File: config.mk
export PLATFORM = sky130hd
export DESIGN_NAME = prog_line_filler
export DESIGN_NICKNAME = d
export VERILOG_FILES = /design/src/rtl/prog_fill_pkg.sv /design/src/rtl/line_fifo.sv /design/src/rtl/prog_line_filler.sv
export SDC_FILE = /design/constraint.sdc
export NUM_CORES = 2
export LEC_CHECK = 0
export CORE_ASPECT_RATIO = 1.5
export CORE_MARGIN = 3
export CORE_UTILIZATION = 60
export CTS_BUF_LIST = sky130_fd_sc_hd__clkbuf_8
export CTS_CLUSTER_SIZE = 28
export DETAILED_ROUTE_END_ITERATION = 6
export PLACE_DENSITY = 0.78
export SLEW_MARGIN = 15
export SYNTH_ARGS = -nofsm -noshare
export SYNTH_HDL_FRONTEND = slang
export SYNTH_SLANG_ARGS = --single-unit
export TNS_END_PERCENT = 1
File: constraint.sdc
create_clock -name clk -period 27.6 [get_ports clk]
set_input_delay 2.76 -clock clk [delete_from_list [all_inputs] [get_ports clk]]
set_output_delay 2.76 -clock clk [all_outputs]
set_load 0.03 [all_outputs]
File: src/rtl/prog_fill_pkg.sv
// Shared types and constants for the program-cache line refill responder.
package prog_fill_pkg;

    localparam int LINE_WIDTH     = 512;
    localparam int WORD_WIDTH     = 32;
    localparam int TOP_ADDR_WIDTH = 18;
    localparam int INDEX_WIDTH    = 8;
    localparam int WORDS_PER_LINE = 16;
    localparam int WORD_CNT_WIDTH = 4;
    localparam int FIFO_WIDTH     = INDEX_WIDTH + LINE_WIDTH;

    localparam logic [WORD_CNT_WIDTH-1:0] LAST_WORD = WORD_CNT_WIDTH'(WORDS_PER_LINE - 1);

    typedef enum logic [1:0] {
        IDLE  = 2'd0,
        FETCH = 2'd1,
        WAIT  = 2'd2,
        PUSH  = 2'd3
    } fill_state_t;

    // Byte address of one word of a line: {tag, index, word, 2'b00}.
    function automatic logic [31:0] word_byte_addr(
        input logic [TOP_ADDR_WIDTH-1:0] tag,
        input logic [INDEX_WIDTH-1:0]    index,
        input logic [WORD_CNT_WIDTH-1:0] word
    );
        return {tag, index, word, 2'b00};
    endfunction

endpackage

File: src/rtl/line_fifo.sv
// Synchronous show-ahead FIFO; flags and head entry are registered.
module line_fifo #(
    parameter int WIDTH = 520,
    parameter int DEPTH = 4
) (
    input  logic             clk,
    input  logic             reset,
    input  logic             push,
    input  logic [WIDTH-1:0] push_data,
    input  logic             pop,
    output logic             full,
    output logic             empty,
    output logic [WIDTH-1:0] head
);

    localparam int PTR_W = $clog2(DEPTH);
    localparam int CNT_W = PTR_W + 1;
    localparam logic [CNT_W-1:0] FULL_COUNT = CNT_W'(DEPTH);

    logic [WIDTH-1:0] mem_r [DEPTH];
    logic [PTR_W-1:0] wr_ptr_r, rd_ptr_r, wr_ptr_s, rd_ptr_s;
    logic [CNT_W-1:0] count_r, count_s;
    logic             do_push_s, do_pop_s;
    logic [WIDTH-1:0] head_s, head_r;
    logic             full_r, empty_r;

    // Next pointer/count values; a pop on an empty FIFO is dropped.
    always_comb begin
        do_pop_s  = pop && (count_r != CNT_W'(0));
        do_push_s = push && ((count_r != FULL_COUNT) || do_pop_s);
        wr_ptr_s  = wr_ptr_r;
        rd_ptr_s  = rd_ptr_r;
        count_s   = count_r;
        if (do_push_s) begin
            wr_ptr_s = wr_ptr_r + PTR_W'(1);
        end else begin
            wr_ptr_s = wr_ptr_r;
        end
        if (do_pop_s) begin
            rd_ptr_s = rd_ptr_r + PTR_W'(1);
        end else begin
            rd_ptr_s = rd_ptr_r;
        end
        case ({do_push_s, do_pop_s})
            2'b10:   count_s = count_r + CNT_W'(1);
            2'b01:   count_s = count_r - CNT_W'(1);
            default: count_s = count_r;
        endcase
        // The entry being written lands at the new head when the FIFO holds only it.
        if (do_push_s && (wr_ptr_r == rd_ptr_s)) begin
            head_s = push_data;
        end else begin
            head_s = mem_r[rd_ptr_s];
        end
    end

    // Pointer, occupancy and flag registers.
    always_ff @(posedge clk) begin
        if (reset) begin
            wr_ptr_r <= '0;
            rd_ptr_r <= '0;
            count_r  <= '0;
            full_r   <= 1'b0;
            empty_r  <= 1'b1;
        end else begin
            wr_ptr_r <= wr_ptr_s;
            rd_ptr_r <= rd_ptr_s;
            count_r  <= count_s;
            full_r   <= (count_s == FULL_COUNT);
            empty_r  <= (count_s == CNT_W'(0));
        end
    end

    // Storage and head register carry no reset; contents are don't-care when empty.
    always_ff @(posedge clk) begin
        if (do_push_s) begin
            mem_r[wr_ptr_r] <= push_data;
        end
        head_r <= head_s;
    end

    assign full  = full_r;
    assign empty = empty_r;
    assign head  = head_r;

endmodule

File: src/rtl/prog_line_filler.sv
// Line refill responder: fetches sixteen 32-bit words, assembles a 512-bit line, queues it.
module prog_line_filler
    import prog_fill_pkg::*;
#(
    parameter int FIFO_DEPTH = 4
) (
    input  logic                      clk,
    input  logic                      reset,
    input  logic                      is_req,
    input  logic [TOP_ADDR_WIDTH-1:0] req_addr,
    input  logic [INDEX_WIDTH-1:0]    req_index,
    output logic                      req_ack,
    output logic                      busy,
    output logic                      mem_rd_en,
    output logic [31:0]               mem_addr,
    input  logic                      mem_rd_valid,
    input  logic [WORD_WIDTH-1:0]     mem_rd_data,
    input  logic                      fifo_pop,
    output logic                      fifo_empty,
    output logic                      fifo_full,
    output logic [INDEX_WIDTH-1:0]    fifo_addr,
    output logic [LINE_WIDTH-1:0]     read_line_data
);

    fill_state_t                                 state_r, state_s;
    logic [TOP_ADDR_WIDTH-1:0]                   tag_r, tag_s;
    logic [INDEX_WIDTH-1:0]                      index_r, index_s;
    logic [WORD_CNT_WIDTH-1:0]                   word_cnt_r, word_cnt_s;
    logic [WORDS_PER_LINE-1:0][WORD_WIDTH-1:0]   line_r;
    logic                                        accept_s, line_wr_s, push_s;
    logic                                        req_ack_r, busy_r, mem_rd_en_r;
    logic [31:0]                                 mem_addr_r;
    logic [FIFO_WIDTH-1:0]                       head_s;

    // Fill sequencer next-state logic.
    always_comb begin
        state_s    = state_r;
        tag_s      = tag_r;
        index_s    = index_r;
        word_cnt_s = word_cnt_r;
        accept_s   = 1'b0;
        line_wr_s  = 1'b0;
        push_s     = 1'b0;
        case (state_r)
            IDLE: begin
                if (is_req) begin
                    accept_s   = 1'b1;
                    tag_s      = req_addr;
                    index_s    = req_index;
                    word_cnt_s = '0;
                    state_s    = FETCH;
                end else begin
                    state_s = IDLE;
                end
            end
            FETCH: state_s = WAIT;
            WAIT: begin
                if (mem_rd_valid) begin
                    line_wr_s = 1'b1;
                    if (word_cnt_r == LAST_WORD) begin
                        state_s = PUSH;
                    end else begin
                        word_cnt_s = word_cnt_r + WORD_CNT_WIDTH'(1);
                        state_s    = FETCH;
                    end
                end else begin
                    state_s = WAIT;
                end
            end
            PUSH: begin
                // A same-cycle pop frees the slot even when the FIFO reads full.
                if (!fifo_full || fifo_pop) begin
                    push_s  = 1'b1;
                    state_s = IDLE;
                end else begin
                    state_s = PUSH;
                end
            end
            default: state_s = IDLE;
        endcase
    end

    // Control state and registered outputs, decoded from next-state values.
    always_ff @(posedge clk) begin
        if (reset) begin
            state_r     <= IDLE;
            word_cnt_r  <= '0;
            req_ack_r   <= 1'b0;
            busy_r      <= 1'b0;
            mem_rd_en_r <= 1'b0;
            mem_addr_r  <= 32'd0;
        end else begin
            state_r     <= state_s;
            word_cnt_r  <= word_cnt_s;
            req_ack_r   <= accept_s;
            busy_r      <= (state_s != IDLE);
            mem_rd_en_r <= (state_s == FETCH);
            if (state_s == FETCH) begin
                mem_addr_r <= word_byte_addr(tag_s, index_s, word_cnt_s);
            end
        end
    end

    // Request latch and line assembly; the line buffer is never cleared.
    always_ff @(posedge clk) begin
        tag_r   <= tag_s;
        index_r <= index_s;
        if (line_wr_s && !reset) begin
            line_r[word_cnt_r] <= mem_rd_data;
        end
    end

    line_fifo #(
        .WIDTH (FIFO_WIDTH),
        .DEPTH (FIFO_DEPTH)
    ) u_line_fifo (
        .clk       (clk),
        .reset     (reset),
        .push      (push_s),
        .push_data ({index_r, line_r}),
        .pop       (fifo_pop),
        .full      (fifo_full),
        .empty     (fifo_empty),
        .head      (head_s)
    );

    assign {fifo_addr, read_line_data} = head_s;
    assign req_ack   = req_ack_r;
    assign busy      = busy_r;
    assign mem_rd_en = mem_rd_en_r;
    assign mem_addr  = mem_addr_r;

endmodule

==> summary.txt <==
Post-synthesis adder-cell area fraction = 0.129%
Area growth from synthesis to layout = 16.6%
Sequential area share after synthesis = 85.0%
Crit Path Class = flip-flop to output port
DRT antenna net count = 0
Worst Hold Class = flip-flop to flip-flop
DRC Markers = 0
Area contributors post-synth = edfxtp_1, mux4_2, dfxtp_1, buf_2, nor2_1
Share of the synthesized area in the top cell type = 83.4%
Reg clk slew, reported paths = 0.06 ns
Post-Synthesis Cell Area = 93400 um2
CTS Sinks = 2668
# setup viols final = 0
Pleak = 0.0339 uW
Status = complete, no violations
Mean Syn Cell Area = 26.2 um2
Rel. slew slack = 9.72%
Skew final = 0.0846 ns
Fin crit period = 8.18 ns
Yosys warnings = 0
Row Count = 176
RSZ-0062 raised after global routing = no
CTS tree = yes
Asr flop ratio synth = 0%
Design Power = 9130 uW
Post-synth top flop = edfxtp_1
Total number of vias = 41000
Vias per cell = 5.99
WP data arrival = 5.42 ns
Crit Path Max Fanout = 172
Die area = 160000 um2
Dominant cell type by area after synthesis = edfxtp_1
Setup TNS = 0 ns
Die height = 489 um
Hold Path Origin = line_r[240]
Sequential Area = 79400 um2
Final WL = 201000 um
Clock Path Buffers = 4
GRT overflow = 0
Synth Area in Simple Gates = 0.911%
Compound-Gate Fraction of Synth Area = 0.245%
Root Buffer = clkbuf_8
Post-CTS Setup Inserts = 0
Pwr Density = 83.8 nW/um2
Initial DRC count = 4548
Cells after Synth = 3569
Multiplexer share of the synthesized area = 12.9%
Worst-Skew Late Latency = 1.03 ns
Max-Cap Viols = 0
Most frequent cells after synthesis = edfxtp_1, mux4_2, nor2_1
Number of CTS-inserted buffers = 373
Unique masters post-synth = 46
First-pass GRT wire length = 289000 um
All-layer global routing usage = 25.4%
Worst Tran Pin Value = 1.35 ns
XOR/XNOR share of the synthesized area = 0.0188%
Final Cycle Share = 29.6%
Initial DRT Pass Iterations = 5
Die Wd = 328 um
CP Data Required Time = 24.84 ns
Hold buffers post-CTS = 0
Worst Setup Start Kind = flip-flop
IO Port Bufs = 617
Initial antenna violation count = 21
Hold Vio Cnt, Final = 0
VDD IR max = 0.0762 mV
Wirelength per Cell = 29.3 um
I/O pin cnt = 620
Slew Limit Fails = 0
Fillers = 8397
Worst flop-to-flop path startpoint = state_r[1]
Largest family of logic cells by synthesized area = multiplexers
Fmax = 122 MHz
Hpwl dp = 115000 um
Multi-input logic area = 13400 um2
Count leader, synth = edfxtp_1
Nets = 4574
Initial Util = 60.6%
Fraction of layout cells with a size suffix above 1 = 23.7%
Post-cts resize count = 0
H-tree Lvls = 5
Largest net degree at the start of global routing = 173
Core area = 154000 um2
Post-synth EDFFs = 2592
Gp weighted congestion = 0.742
FF+latch count, synth = 2668
Crit. End Element = output port
Vias in the first global route = 42100
R2R Setup Slk = 21.70 ns
==> power by group <==
group,internal (uW),switching [uW]
clock network,1350,1360
logic,864,1100
registers,4420,32.1
==> worst paths after layout <==
check                                    to  cells past startpoint
setup / recovery        read_line_data[440]                      5
hold / removal    u_line_fifo.mem_r[3][240]                      0
setup reg to reg  u_line_fifo.mem_r[0][111]                      7
hold reg to reg   u_line_fifo.mem_r[3][240]                      0
==> final cells by class <==
class | instances | share of cell area [%]
Sequential cell | 2668 | 72.9
Multi-Input combinational cell | 752 | 12.3
Timing Repair Buffer | 697 | 6.30
Clock buffer | 383 | 4.84
Tap cell | 2047 | 2.35
Clock inverter | 270 | 1.21
Inverter | 10 | 0.0345
Antenna cell | 14 | 0.0322
==> worst max-delay path: stages, from the launching register on <==
cell	delay [ns]
dfxtp_4	0.86
buf_12	0.77
buf_4	0.77
buf_4	0.76
mux4_2	0.35
clkdlybuf4s50_1	0.78
==> stage by stage <==
stage	util, %	instances	hold WS [ns]	setup slack [ns]	cell area (um2)
after CTS	70.7	6827	0.440	19.17	109000
after floorplan	-	3570	0.426	11.76	93400
after detailed placement	66.4	6174	0.446	19.11	102000
after global routing	70.7	6829	0.460	19.14	109000
final	70.7	6841	0.426	19.42	109000
after global placement	66.4	6173	0.427	19.06	102000
==> flip-flops by register name, summed over array words and instances, names as in the netlist, 2 cells and up, named ones only <==
name                  count
u_line_fifo.mem_r      2080
line_r                  512
mem_addr                 30
tag_r                    18
index_r                   8
word_cnt_r                4
u_line_fifo.count_r       3
state_r                   2
u_line_fifo.rd_ptr_r      2
u_line_fifo.wr_ptr_r      2
==> per-layer routing <==
metal / track usage [%] / vias up / share of wire [%] / wire, um
li1: - / 17100 / - / -
met1: 34.2 / 21500 / 36 / 72100
met2: 40.2 / 2123 / 50 / 100000
met3: 8.25 / 278 / 12 / 23100
met4: 8.12 / 2 / 2.5 / 4990
met5: 0 / - / 0.0065 / 13
==> cells by family (layout without fill, tap and decap cells) <==
kind of cell	after synthesis	after routing
AOI/OAI and AO/OA	31	31
xor gates and xnor gates	2	2
adders and majority gates	9	9
buffers and inverters	150	1360
DFF	2668	2668
muxes	552	552
other	1	16
and+or+nand+nor	156	156
==> layout by cell type, fill, tap and decap left out, types with 23 or more instances in the layout <==
master,instances
edfxtp_1,2592
clkdlybuf4s50_1,607
mux4_2,520
clkbuf_8,383
inv_1,124
clkinv_1,93
dfxtp_1,74
buf_4,70
nor2_1,66
clkinv_2,44
nor3_2,30
mux2_2,23
(Power assumes the default switching activity.)
